File: src/rtl/quiz_round_if.sv
// Operator/front-end signal bundle for the quiz round controller.
// The bench drives it through master and the controller sits on slave.
interface quiz_round_if #(
    parameter int SEL_W   = 3,
    parameter int ROUND_W = 8
);
    logic [SEL_W-1:0]   SEL_IN;
    logic               DEC_IN;
    logic               CLR_IN;
    logic               VIEW_BTN;
    logic               OK_IN;
    logic               QUE_RDY;
    logic [1:0]         JUDG_IN;
    logic               WRONG_IN;
    logic [1:0]         HP_IN;

    logic [3:0]         STATE;
    logic               READY_OUT;
    logic [SEL_W-1:0]   SEL_OUT;
    logic               DEC_OUT;
    logic               CLR_OUT;
    logic [7:0]         TIME_LEFT;
    logic [ROUND_W-1:0] ROUND;

    modport master (
        output SEL_IN, DEC_IN, CLR_IN, VIEW_BTN, OK_IN, QUE_RDY, JUDG_IN, WRONG_IN, HP_IN,
        input  STATE, READY_OUT, SEL_OUT, DEC_OUT, CLR_OUT, TIME_LEFT, ROUND
    );

    modport slave (
        input  SEL_IN, DEC_IN, CLR_IN, VIEW_BTN, OK_IN, QUE_RDY, JUDG_IN, WRONG_IN, HP_IN,
        output STATE, READY_OUT, SEL_OUT, DEC_OUT, CLR_OUT, TIME_LEFT, ROUND
    );
endinterface

File: src/rtl/quiz_round_ctrl.sv
// Round sequencer for the two-player factorization quiz: answer window with
// countdown, timed result display, button edge detection and round counting.
module quiz_round_ctrl #(
    parameter int TICK_DIV   = 50_000_000,
    parameter int HOLD_SEC   = 1,
    parameter int ANSWER_SEC = 30,
    parameter int SEL_W      = 3,
    parameter int ROUND_W    = 8
) (
    input  logic        CLK,
    input  logic        RST,
    quiz_round_if.slave bus
);
    localparam int          TICK_W = $clog2(TICK_DIV);
    localparam int          HOLD_W = $clog2(HOLD_SEC + 1);
    localparam logic [7:0]  ANS    = 8'(ANSWER_SEC);

    typedef enum logic [3:0] {
        S_READY    = 4'h2,
        S_QUESTION = 4'h3,
        S_INPUT    = 4'h4,
        S_TIMEOUT  = 4'h5,
        S_DRAW     = 4'h6,
        S_WRONG    = 4'h7,
        S_GOOD     = 4'h8,
        S_OUCH     = 4'h9,
        S_WIN      = 4'hA,
        S_LOSE     = 4'hB
    } state_t;

    state_t             state_q, state_d;
    logic [TICK_W-1:0]  tick_cnt;
    logic [HOLD_W-1:0]  hold_cnt;
    logic [7:0]         time_left;
    logic [ROUND_W-1:0] round_cnt;

    logic [SEL_W-1:0]   sel_prev_p0;
    logic               dec_prev_p0, clr_prev_p0, view_prev_p0;
    logic [SEL_W-1:0]   sel_pls_p1;
    logic               dec_pls_p1, clr_pls_p1;
    logic [3:0]         state_out_p1;
    logic               ready_p1;

    logic [SEL_W-1:0]   sel_edge;
    logic               dec_edge, clr_edge, view_edge;
    logic               tick, in_window, is_result, timeout, hold_done;

    function automatic logic [7:0] sat_dec(input logic [7:0] v);
        return (v == 8'd0) ? 8'd0 : v - 8'd1;
    endfunction

    assign sel_edge  = bus.SEL_IN & ~sel_prev_p0;
    assign dec_edge  = bus.DEC_IN & ~dec_prev_p0;
    assign clr_edge  = bus.CLR_IN & ~clr_prev_p0;
    assign view_edge = bus.VIEW_BTN & ~view_prev_p0;

    // tick_cnt is held at zero in READY, so no tick can fire there
    assign tick      = (tick_cnt == TICK_W'(TICK_DIV - 1));
    assign in_window = (state_q == S_QUESTION) || (state_q == S_INPUT) || (state_q == S_WRONG);
    assign is_result = (state_q == S_TIMEOUT) || (state_q == S_DRAW) || (state_q == S_WRONG) ||
                       (state_q == S_GOOD) || (state_q == S_OUCH) || (state_q == S_WIN) ||
                       (state_q == S_LOSE);
    assign timeout   = in_window && tick && (time_left == 8'd1);
    assign hold_done = is_result && tick && (hold_cnt == HOLD_W'(HOLD_SEC - 1));

    always_ff @(posedge CLK) begin
        if (RST) state_q <= S_READY;
        else     state_q <= state_d;
    end

    always_comb begin
        state_d = state_q;
        case (state_q)
            S_READY:    if (bus.OK_IN && bus.QUE_RDY) state_d = S_QUESTION;
            S_QUESTION: begin
                if (timeout)           state_d = S_TIMEOUT;
                else if (!bus.QUE_RDY) state_d = S_READY;
                else if (view_edge)    state_d = S_INPUT;
            end
            S_INPUT: begin
                if (timeout)                  state_d = S_TIMEOUT;
                else if (bus.JUDG_IN == 2'b11) state_d = S_DRAW;
                else if (bus.JUDG_IN == 2'b01) state_d = S_GOOD;
                else if (bus.JUDG_IN == 2'b10) state_d = S_OUCH;
                else if (bus.WRONG_IN)         state_d = S_WRONG;
                else if (view_edge)            state_d = S_QUESTION;
            end
            S_WRONG: begin
                if (timeout)        state_d = S_TIMEOUT;
                else if (hold_done) state_d = S_INPUT;
            end
            S_GOOD: begin
                if (bus.HP_IN == 2'b01) state_d = S_WIN;
                else if (hold_done)     state_d = S_READY;
            end
            S_OUCH: begin
                if (bus.HP_IN == 2'b10) state_d = S_LOSE;
                else if (hold_done)     state_d = S_READY;
            end
            S_TIMEOUT, S_DRAW, S_WIN, S_LOSE: if (hold_done) state_d = S_READY;
            default: state_d = S_READY;
        endcase
    end

    // p0: raw button history, timers and round count
    always_ff @(posedge CLK) begin
        if (RST) begin
            sel_prev_p0  <= '0;
            dec_prev_p0  <= 1'b0;
            clr_prev_p0  <= 1'b0;
            view_prev_p0 <= 1'b0;
            tick_cnt     <= '0;
            hold_cnt     <= '0;
            time_left    <= ANS;
            round_cnt    <= '0;
        end else begin
            sel_prev_p0  <= bus.SEL_IN;
            dec_prev_p0  <= bus.DEC_IN;
            clr_prev_p0  <= bus.CLR_IN;
            view_prev_p0 <= bus.VIEW_BTN;

            if ((state_d != state_q) || (state_q == S_READY) || tick) tick_cnt <= '0;
            else                                                      tick_cnt <= tick_cnt + 1'b1;

            if (state_d != state_q)    hold_cnt <= '0;
            else if (is_result && tick) hold_cnt <= hold_cnt + 1'b1;

            if ((state_q == S_READY) && (state_d == S_QUESTION)) time_left <= ANS;
            else if (in_window && tick)                           time_left <= sat_dec(time_left);

            // a finished match (WIN/LOSE) restarts the round count
            if ((state_d == S_READY) && is_result)
                round_cnt <= ((state_q == S_WIN) || (state_q == S_LOSE)) ? '0 : round_cnt + 1'b1;
        end
    end

    // p1: registered status and operator pulses gated to INPUT
    always_ff @(posedge CLK) begin
        if (RST) begin
            state_out_p1 <= 4'h2;
            ready_p1     <= 1'b1;
            sel_pls_p1   <= '0;
            dec_pls_p1   <= 1'b0;
            clr_pls_p1   <= 1'b0;
        end else begin
            state_out_p1 <= state_q;
            ready_p1     <= (state_q == S_READY);
            sel_pls_p1   <= (state_q == S_INPUT) ? sel_edge : '0;
            dec_pls_p1   <= (state_q == S_INPUT) && dec_edge;
            clr_pls_p1   <= (state_q == S_INPUT) && clr_edge;
        end
    end

    assign bus.STATE     = state_out_p1;
    assign bus.READY_OUT = ready_p1;
    assign bus.SEL_OUT   = sel_pls_p1;
    assign bus.DEC_OUT   = dec_pls_p1;
    assign bus.CLR_OUT   = clr_pls_p1;
    assign bus.TIME_LEFT = time_left;
    assign bus.ROUND     = round_cnt;
endmodule

File: src/flat_wrapper.sv
// flat-port wrapper written by rule: the top's interface ports become plain ports
module quiz_round_ctrl_flat 
#(
    parameter int TICK_DIV   = 50_000_000,
    parameter int HOLD_SEC   = 1,
    parameter int ANSWER_SEC = 30,
    parameter int SEL_W      = 3,
    parameter int ROUND_W    = 8
)
  (CLK, RST, bus_SEL_IN, bus_DEC_IN, bus_CLR_IN, bus_VIEW_BTN, bus_OK_IN, bus_QUE_RDY, bus_JUDG_IN, bus_WRONG_IN, bus_HP_IN, bus_STATE, bus_READY_OUT, bus_SEL_OUT, bus_DEC_OUT, bus_CLR_OUT, bus_TIME_LEFT, bus_ROUND);
  quiz_round_if #(.SEL_W(SEL_W), .ROUND_W(ROUND_W)) bus_i ();
  input  logic CLK;
  input  logic RST;
  input wire logic [$bits(bus_i.SEL_IN)-1:0] bus_SEL_IN;
  input wire logic [$bits(bus_i.DEC_IN)-1:0] bus_DEC_IN;
  input wire logic [$bits(bus_i.CLR_IN)-1:0] bus_CLR_IN;
  input wire logic [$bits(bus_i.VIEW_BTN)-1:0] bus_VIEW_BTN;
  input wire logic [$bits(bus_i.OK_IN)-1:0] bus_OK_IN;
  input wire logic [$bits(bus_i.QUE_RDY)-1:0] bus_QUE_RDY;
  input wire logic [$bits(bus_i.JUDG_IN)-1:0] bus_JUDG_IN;
  input wire logic [$bits(bus_i.WRONG_IN)-1:0] bus_WRONG_IN;
  input wire logic [$bits(bus_i.HP_IN)-1:0] bus_HP_IN;
  output wire logic [$bits(bus_i.STATE)-1:0] bus_STATE;
  output wire logic [$bits(bus_i.READY_OUT)-1:0] bus_READY_OUT;
  output wire logic [$bits(bus_i.SEL_OUT)-1:0] bus_SEL_OUT;
  output wire logic [$bits(bus_i.DEC_OUT)-1:0] bus_DEC_OUT;
  output wire logic [$bits(bus_i.CLR_OUT)-1:0] bus_CLR_OUT;
  output wire logic [$bits(bus_i.TIME_LEFT)-1:0] bus_TIME_LEFT;
  output wire logic [$bits(bus_i.ROUND)-1:0] bus_ROUND;
  assign bus_i.SEL_IN = bus_SEL_IN;
  assign bus_i.DEC_IN = bus_DEC_IN;
  assign bus_i.CLR_IN = bus_CLR_IN;
  assign bus_i.VIEW_BTN = bus_VIEW_BTN;
  assign bus_i.OK_IN = bus_OK_IN;
  assign bus_i.QUE_RDY = bus_QUE_RDY;
  assign bus_i.JUDG_IN = bus_JUDG_IN;
  assign bus_i.WRONG_IN = bus_WRONG_IN;
  assign bus_i.HP_IN = bus_HP_IN;
  assign bus_STATE = bus_i.STATE;
  assign bus_READY_OUT = bus_i.READY_OUT;
  assign bus_SEL_OUT = bus_i.SEL_OUT;
  assign bus_DEC_OUT = bus_i.DEC_OUT;
  assign bus_CLR_OUT = bus_i.CLR_OUT;
  assign bus_TIME_LEFT = bus_i.TIME_LEFT;
  assign bus_ROUND = bus_i.ROUND;
  quiz_round_ctrl #(.TICK_DIV(TICK_DIV), .HOLD_SEC(HOLD_SEC), .ANSWER_SEC(ANSWER_SEC), .SEL_W(SEL_W), .ROUND_W(ROUND_W)) u_core (.CLK(CLK), .RST(RST), .bus(bus_i));
endmodule
File: config.mk
export PLATFORM = sky130hd
export DESIGN_NAME = quiz_round_ctrl_flat
export DESIGN_NICKNAME = d
export VERILOG_FILES = /design/src/rtl/quiz_round_if.sv /design/src/rtl/quiz_round_ctrl.sv /design/src/flat_wrapper.sv
export SDC_FILE = /design/constraint.sdc
export NUM_CORES = 1
export LEC_CHECK = 0
export CAP_MARGIN = 30
export CORE_ASPECT_RATIO = 1.2
export CORE_MARGIN = 3
export CORE_UTILIZATION = 55
export DETAILED_ROUTE_END_ITERATION = 8
export GPL_ROUTABILITY_DRIVEN = 0
export PLACE_DENSITY_LB_ADDON = 0.05
export SYNTH_ARGS = -nofsm -noshare
export SYNTH_HDL_FRONTEND = slang
export SYNTH_SLANG_ARGS = --single-unit
File: constraint.sdc
create_clock -name CLK -period 3.1 [get_ports CLK]
set_input_delay 0.775 -clock CLK [delete_from_list [all_inputs] [get_ports CLK]]
set_output_delay 0.775 -clock CLK [all_outputs]
set_load 0.05 [all_outputs]
==> results.txt, run 1 <==
Netlist cell types: 57
Crit path time final: 2880 ps
Post CTS Setup Buffer Count: 0
Core Rows: 29
Run status: completed
Clock skew: 7.51 ps
Cell Pwr Density: 402 nW/um^2
Sequential-to-total area share from yosys stat: 39.0%
Critical-path maximum fanout: 20
Via count of the first global-routing pass: 2689
RSZ-0062 raised after global routing: no
Hold_ws: 388 ps
Number of inserted filler cells in the final layout: 446
First-pass GRT wire length: 12200 um
Die area: 6840 sq um
Cell Count, Final, Fillers Out: 500
# DRC: 0
Dominant cells by area after synthesis: dfxtp_1 39%, nor4_1 6.8%, xnor2_1 5.1%
Number of gates given a new drive strength after cts: 0
Fraction of registers with async set/reset: 0%
Reg2Reg Launch Point: u_core.tick_cnt[11]
Count leader, synth: dfxtp_1
Register-to-Register Path Depth: 8
Total power: 1.57 mW
First-pass DRT Iterations: 4
Number of failing hold endpoints at the final stage: 0
Total negative slack for setup checks: 0 ps
Final count of negative-setup-slack endpoints: 0
Total number of vias: 2864
Worst Min Path Start: u_core.clr_prev_p0
Reg-to-reg endpoint: u_core.tick_cnt[12]
Static leakage: 1.25 nW
Slew at the pin closest to its max-slew limit: 541 ps
Area delta synth->final: 21.1%
Final nets: 438
Total I/O pin count: 41
Flip-flop and latch count after synthesis: 63
Count of routing violations after the opening detailed-route iteration: 225
CP Data Arrival Time: 3090 ps
Area of the core: 5480 sq um
Clock buffer count from CTS: 9
Total grt overflow: 0
Layout cell share with drive strength beyond 1: 10.6%
Antenna-violating nets left: 0
Maximum frequency from static timing analysis: 0.347 GHz
Type of the worst setup path: reg2reg
Post-synth EDFFs: 0
Commonest cells in the netlist: 63 x dfxtp_1, 35 x nor4_1, 29 x nor2_1
Post-synth design cell area: 3230 sq um
Hold_buf cts: 0
Reg-to-reg slack, setup: 220 ps
Largest net degree at the start of global routing: 32
Maximum root-to-sink buffer count: 2
Level count of the clock H-tree: 3
Final routed wirelength across all metal layers: 7060 um
Hold Path Class: reg2reg
TritonCTS clock tree: yes
Cell type with the largest total area after synthesis: dfxtp_1
WHS Endpoint: u_core.bus.CLR_OUT
Clock Latency Late Sink: 340 ps
WL per Instance: 14.1 um
VDD IR max: 0.381 mV
Clock sinks: 63
Data required time of the worst path: 3310 ps
Die height: 90.0 um
Hold Crit Depth: 1
Placed insts: 485
Number of diodes added for antenna fixing: 0
Synth Area per Inst: 8.64 sq um
Die X: 76.0 um
Synthesis warning total: 0
Clock tree root buffer cell: clkbuf_8
Share of the clock period used by the worst path: 92.9%
CP startpoint kind: flip-flop
Worst-case headroom to the max-slew limit: 63.9%
Starting density of the core: 59.0%
Fraction of synthesized cell area taken by the top area cell type: 39.0%
Post-DP HPWL: 5030 um
Synthesized netlist cell count: 374
Initial antenna violation count: 0
Worst setup EP type: flip-flop
Final count of pins violating max slew: 0
Max_cap viols: 0
Clock transition at the registers of the reported paths: 70 ps
Post-synth net total: 393
Main flop type after synthesis: dfxtp_1
All-Layer GR Usage: 21.5%
Number of buffers added on ports: 40
Number of vias per cell: 5.73
sequential cells by signal (all words and copies together), names as in the netlist:
register              flops
u_core.bus.ROUND          8
u_core.tick_cnt          26
u_core.view_prev_p0       1
u_core.bus.CLR_OUT        1
u_core.clr_prev_p0        1
u_core.hold_cnt           1
u_core.bus.READY_OUT      1
u_core.bus.DEC_OUT        1
u_core.state_q            4
u_core.dec_prev_p0        1
u_core.sel_prev_p0        3
u_core.bus.TIME_LEFT      8
u_core.bus.SEL_OUT        3
u_core.bus.STATE          4
placed cells by master, fill, tap and decap left out, types with 10 or more instances in the layout:
cell type,n
dfxtp_1,63
inv_1,18
nand3_1,18
xnor2_1,19
clkdlybuf4s50_1,40
nand2_1,24
nor2b_1,14
or3_1,14
a21oi_1,13
buf_4,13
xor2_1,12
clkbuf_8,10
nor2_1,29
nor4_1,35
worst max-delay path, cell delays in order (launching register included):
cell and delay [ps]:
dfxtp_1 330, or4_4 560, or3_4 410, or4_4 450
a2111oi_0 450, nand4b_1 180, a211o_2 140, buf_12 150
nor4_1 60
worst max-delay path by stage:
stage                     slack (ps)  cells after the start             endpoint               startpoint
final                            220                      8  u_core.tick_cnt[12]      u_core.tick_cnt[11]
after global routing             130                      9  u_core.tick_cnt[21]  u_core.bus.TIME_LEFT[0]
after CTS                        230                      8  u_core.tick_cnt[12]      u_core.tick_cnt[11]
after detailed placement         -30                      9  u_core.tick_cnt[12]             bus_VIEW_BTN
after global placement            40                      9  u_core.tick_cnt[22]             bus_VIEW_BTN
after floorplan                  210                     10  u_core.tick_cnt[11]  u_core.bus.TIME_LEFT[0]
cell type report:
class / count / area, sq um / share of cell area, %
repair buffers: 55 / 538 / 13.8
inverters: 18 / 67.6 / 1.73
multi-input cells: 272 / 1790 / 45.8
clock inverters: 1 / 5.00 / 0.128
flip-flops and latches: 63 / 1260 / 32.2
clock buffers: 14 / 153 / 3.90
well taps: 77 / 96.3 / 2.46
power breakdown:
| part | total, mW | switching, mW | internal [mW] | leakage [nW] |
|---|---|---|---|---|
| Clock | 0.602 | 0.294 | 0.308 | 0.0805 |
| Combinational | 0.146 | 0.0830 | 0.0627 | 0.663 |
| Sequential | 0.824 | 0.00587 | 0.818 | 0.510 |
| Total | 1.57 | 0.383 | 1.19 | 1.25 |
through the flow:
step                area, sq um  util, %  setup WS (ps)
global route               3910     71.4            127
detailed placement         3750     68.5          -32.8
global placement           3750     68.5           39.8
floorplan                  3230        -            206
finish                     3910     71.4            221
CTS                        3910     71.4            234
logic make-up after synthesis:
| logic type | synth area share [%] |
|---|---|
| buf+inv | 5.54 |
| mux | 1.32 |
| xor+xnor | 8.40 |
| compound gates | 10.3 |
| flops | 39.0 |
| simple gates | 33.9 |
| fa+ha+maj | 1.55 |
layer usage:
layer  GRT usage, %  vias to the layer above  share of wire, %
met3           4.50                       10               4.3
met1           25.8                     1346                45
met2           36.4                       67                49
met4           10.6                        0               1.9
met5              0                        -                 0
li1               -                     1441                 -
No activity file was read; power rests on OpenSTA's default activity.
==> run 2, diff against run 1 <==
--- a/config.mk
+++ b/config.mk
@@ -12,6 +12,7 @@
 export DETAILED_ROUTE_END_ITERATION = 8
 export GPL_ROUTABILITY_DRIVEN = 0
 export PLACE_DENSITY_LB_ADDON = 0.05
+export SLEW_MARGIN = 40
 export SYNTH_ARGS = -nofsm -noshare
 export SYNTH_HDL_FRONTEND = slang
 export SYNTH_SLANG_ARGS = --single-unit
==> results of run 2 <==
Final layout, timing and power as in run 1 (identical DEF).
==> run 3, diff against run 2 <==
--- a/config.mk
+++ b/config.mk
@@ -16,3 +16,4 @@
 export SYNTH_ARGS = -nofsm -noshare
 export SYNTH_HDL_FRONTEND = slang
 export SYNTH_SLANG_ARGS = --single-unit
+export TNS_END_PERCENT = 50
==> constraint.sdc (replaced) <==
create_clock -name CLK -period 3.1 [get_ports CLK]
set_input_delay 0.62 -clock CLK [delete_from_list [all_inputs] [get_ports CLK]]
set_output_delay 0.62 -clock CLK [all_outputs]
set_load 0.01 [all_outputs]
==> run 3 against run 2 <==
Compared with the run above: register-to-register slack gained 30 ps; utilization increased by 0.84 points; worst setup slack better by 26 ps; critical path depth decreased by 1; routed wire length rose by 6.9%; fmax grew 0.91%; first-iteration DRC count rose by 1.8%; cell count fell by 0.20%; die area unchanged.
==> results.txt, run 3 (same netlist as run 1, synthesis figures left out) <==
Number of diodes added for antenna fixing: 0
Total I/O pin count: 41
VDD IR max: 0.395 mV
Die X: 76.0 um
Final count of pins violating max slew: 0
Clock transition at the registers of the reported paths: 70 ps
Die height: 90.0 um
Cell Pwr Density: 444 nW/um^2
CP startpoint kind: flip-flop
Via count of the first global-routing pass: 2806
Final critical-path setup slack: 247 ps
Post-DP HPWL: 5190 um
Number of failing hold endpoints at the final stage: 0
Slew at the pin closest to its max-slew limit: 581 ps
Total power: 1.76 mW
Die area: 6840 sq um
Worst Setup Slack post-DPL: -2.56 ps
Max_cap viols: 0
Initial antenna violation count: 0
RSZ-0062 raised after global routing: no
CP Data Arrival Time: 3060 ps
Hold Path Class: reg2reg
Crit path time final: 2850 ps
Cell-by-cell trace of the critical path: or4_4, or3_4, or4_4, a2111oi_0, nand4b_1, a211o_4, nor4_1
Antenna-violating nets left: 0
Flip-flop count of the largest register, all copies and words added: 26
Area delta synth->final: 22.5%
Count of routing violations after the opening detailed-route iteration: 229
Crit-path slowest cell: or4_4
Maximum root-to-sink buffer count: 2
Hold_buf cts: 0
Total number of vias: 2880
Final nets: 436
Total grt overflow: 0
Clock tree root buffer cell: clkbuf_8
Type of the worst setup path: reg2reg
WL per Instance: 15.1 um
Core Rows: 29
TritonCTS clock tree: yes
Clock Latency Late Sink: 350 ps
Layout cell share with drive strength beyond 1: 10.9%
All-Layer GR Usage: 22.8%
Final routed wirelength across all metal layers: 7550 um
Register with the most flip-flops: u_core.tick_cnt
Clock skew: 9.03 ps
Number of vias per cell: 5.77
Area of the core: 5480 sq um
Static leakage: 1.28 nW
Number of inserted filler cells in the final layout: 445
Clock sinks: 63
Worst setup EP type: flip-flop
Final count of negative-setup-slack endpoints: 0
Share of the clock period used by the worst path: 92.0%
Data required time of the worst path: 3310 ps
Clock buffer count from CTS: 9
First-pass GRT wire length: 13000 um
Most common cell after layout, fill and taps aside: dfxtp_1
Maximum frequency from static timing analysis: 0.351 GHz
Maximum cell stage delay along the critical path: 560 ps
Total negative slack for setup checks: 0 ps
Hold_ws: 387 ps
Level count of the clock H-tree: 3
Leading cell types in the layout, fill and taps excluded: 63 x dfxtp_1, 40 x clkdlybuf4s50_1, 35 x nor4_1
# DRC: 0
Starting density of the core: 59.0%
Run status: completed
Number of buffers and inverters on the critical path: 0
Category of cells accounting for the largest share of critical-path delay: simple AND/OR/NAND/NOR gates
Critical-path maximum fanout: 27
Cell seen most often among critical-path stages: or4_4
Worst-case headroom to the max-slew limit: 61.2%
Largest net degree at the start of global routing: 32
First-pass DRT Iterations: 4
Number of buffers added on ports: 40
## run 3: per-stage QoR
step / instances / area [sq um] / utilization, %
3_3_place_gp: 483 / 3730 / 68.0
2_1_floorplan: 374 / 3230 / -
6_report: 499 / 3960 / 72.3
3_5_place_dp: 483 / 3730 / 68.0
5_1_grt: 499 / 3960 / 72.3
4_1_cts: 499 / 3950 / 72.1
## run 3: area by class of cell
cell class | count | area (sq um) | area share, %
repair buffers | 53 | 510 | 12.9
clock buffers | 13 | 159 | 4.01
multi-input cells | 272 | 1800 | 45.4
well taps | 77 | 96.3 | 2.43
inverters | 18 | 67.6 | 1.71
clock inverters | 3 | 65.1 | 1.64
flip-flops and latches | 63 | 1260 | 31.9
## run 3: repair_timing
action / in CTS / in global routing
gates resized for setup: 0 / 1
endpoints found under the setup margin: 0 / 27
buffers inserted: 0 / 0
## run 3: path summary, 6_finish.rpt
| path | slack [ps] | from | depth (start not counted) | end |
|---|---|---|---|---|
| worst min register to register | 390 | u_core.sel_prev_p0[0] | 1 | u_core.bus.SEL_OUT[0] |
| worst max-delay path | 250 | u_core.tick_cnt[11] | 7 | u_core.tick_cnt[15] |
| worst max register to register | 250 | u_core.tick_cnt[11] | 7 | u_core.tick_cnt[15] |
| worst min-delay path | 390 | u_core.sel_prev_p0[0] | 1 | u_core.bus.SEL_OUT[0] |
## run 3: report_power, final
| part | leakage, nW | total, mW | switching, mW | internal (mW) |
|---|---|---|---|---|
| Sequential | 0.510 | 0.824 | 0.00573 | 0.818 |
| Clock | 0.114 | 0.805 | 0.309 | 0.496 |
| Combinational | 0.652 | 0.129 | 0.0760 | 0.0531 |
| Total | 1.28 | 1.76 | 0.391 | 1.37 |
## run 3: layer usage
layer,wire (um),GRT usage (%),vias up,part of all wire [%]
li1,-,-,1444,-
met1,3340,27.2,1342,44
met2,3750,39.6,79,50
met3,313,5.00,15,4.1
met4,153,9.37,0,2.0
met5,0,0,-,0
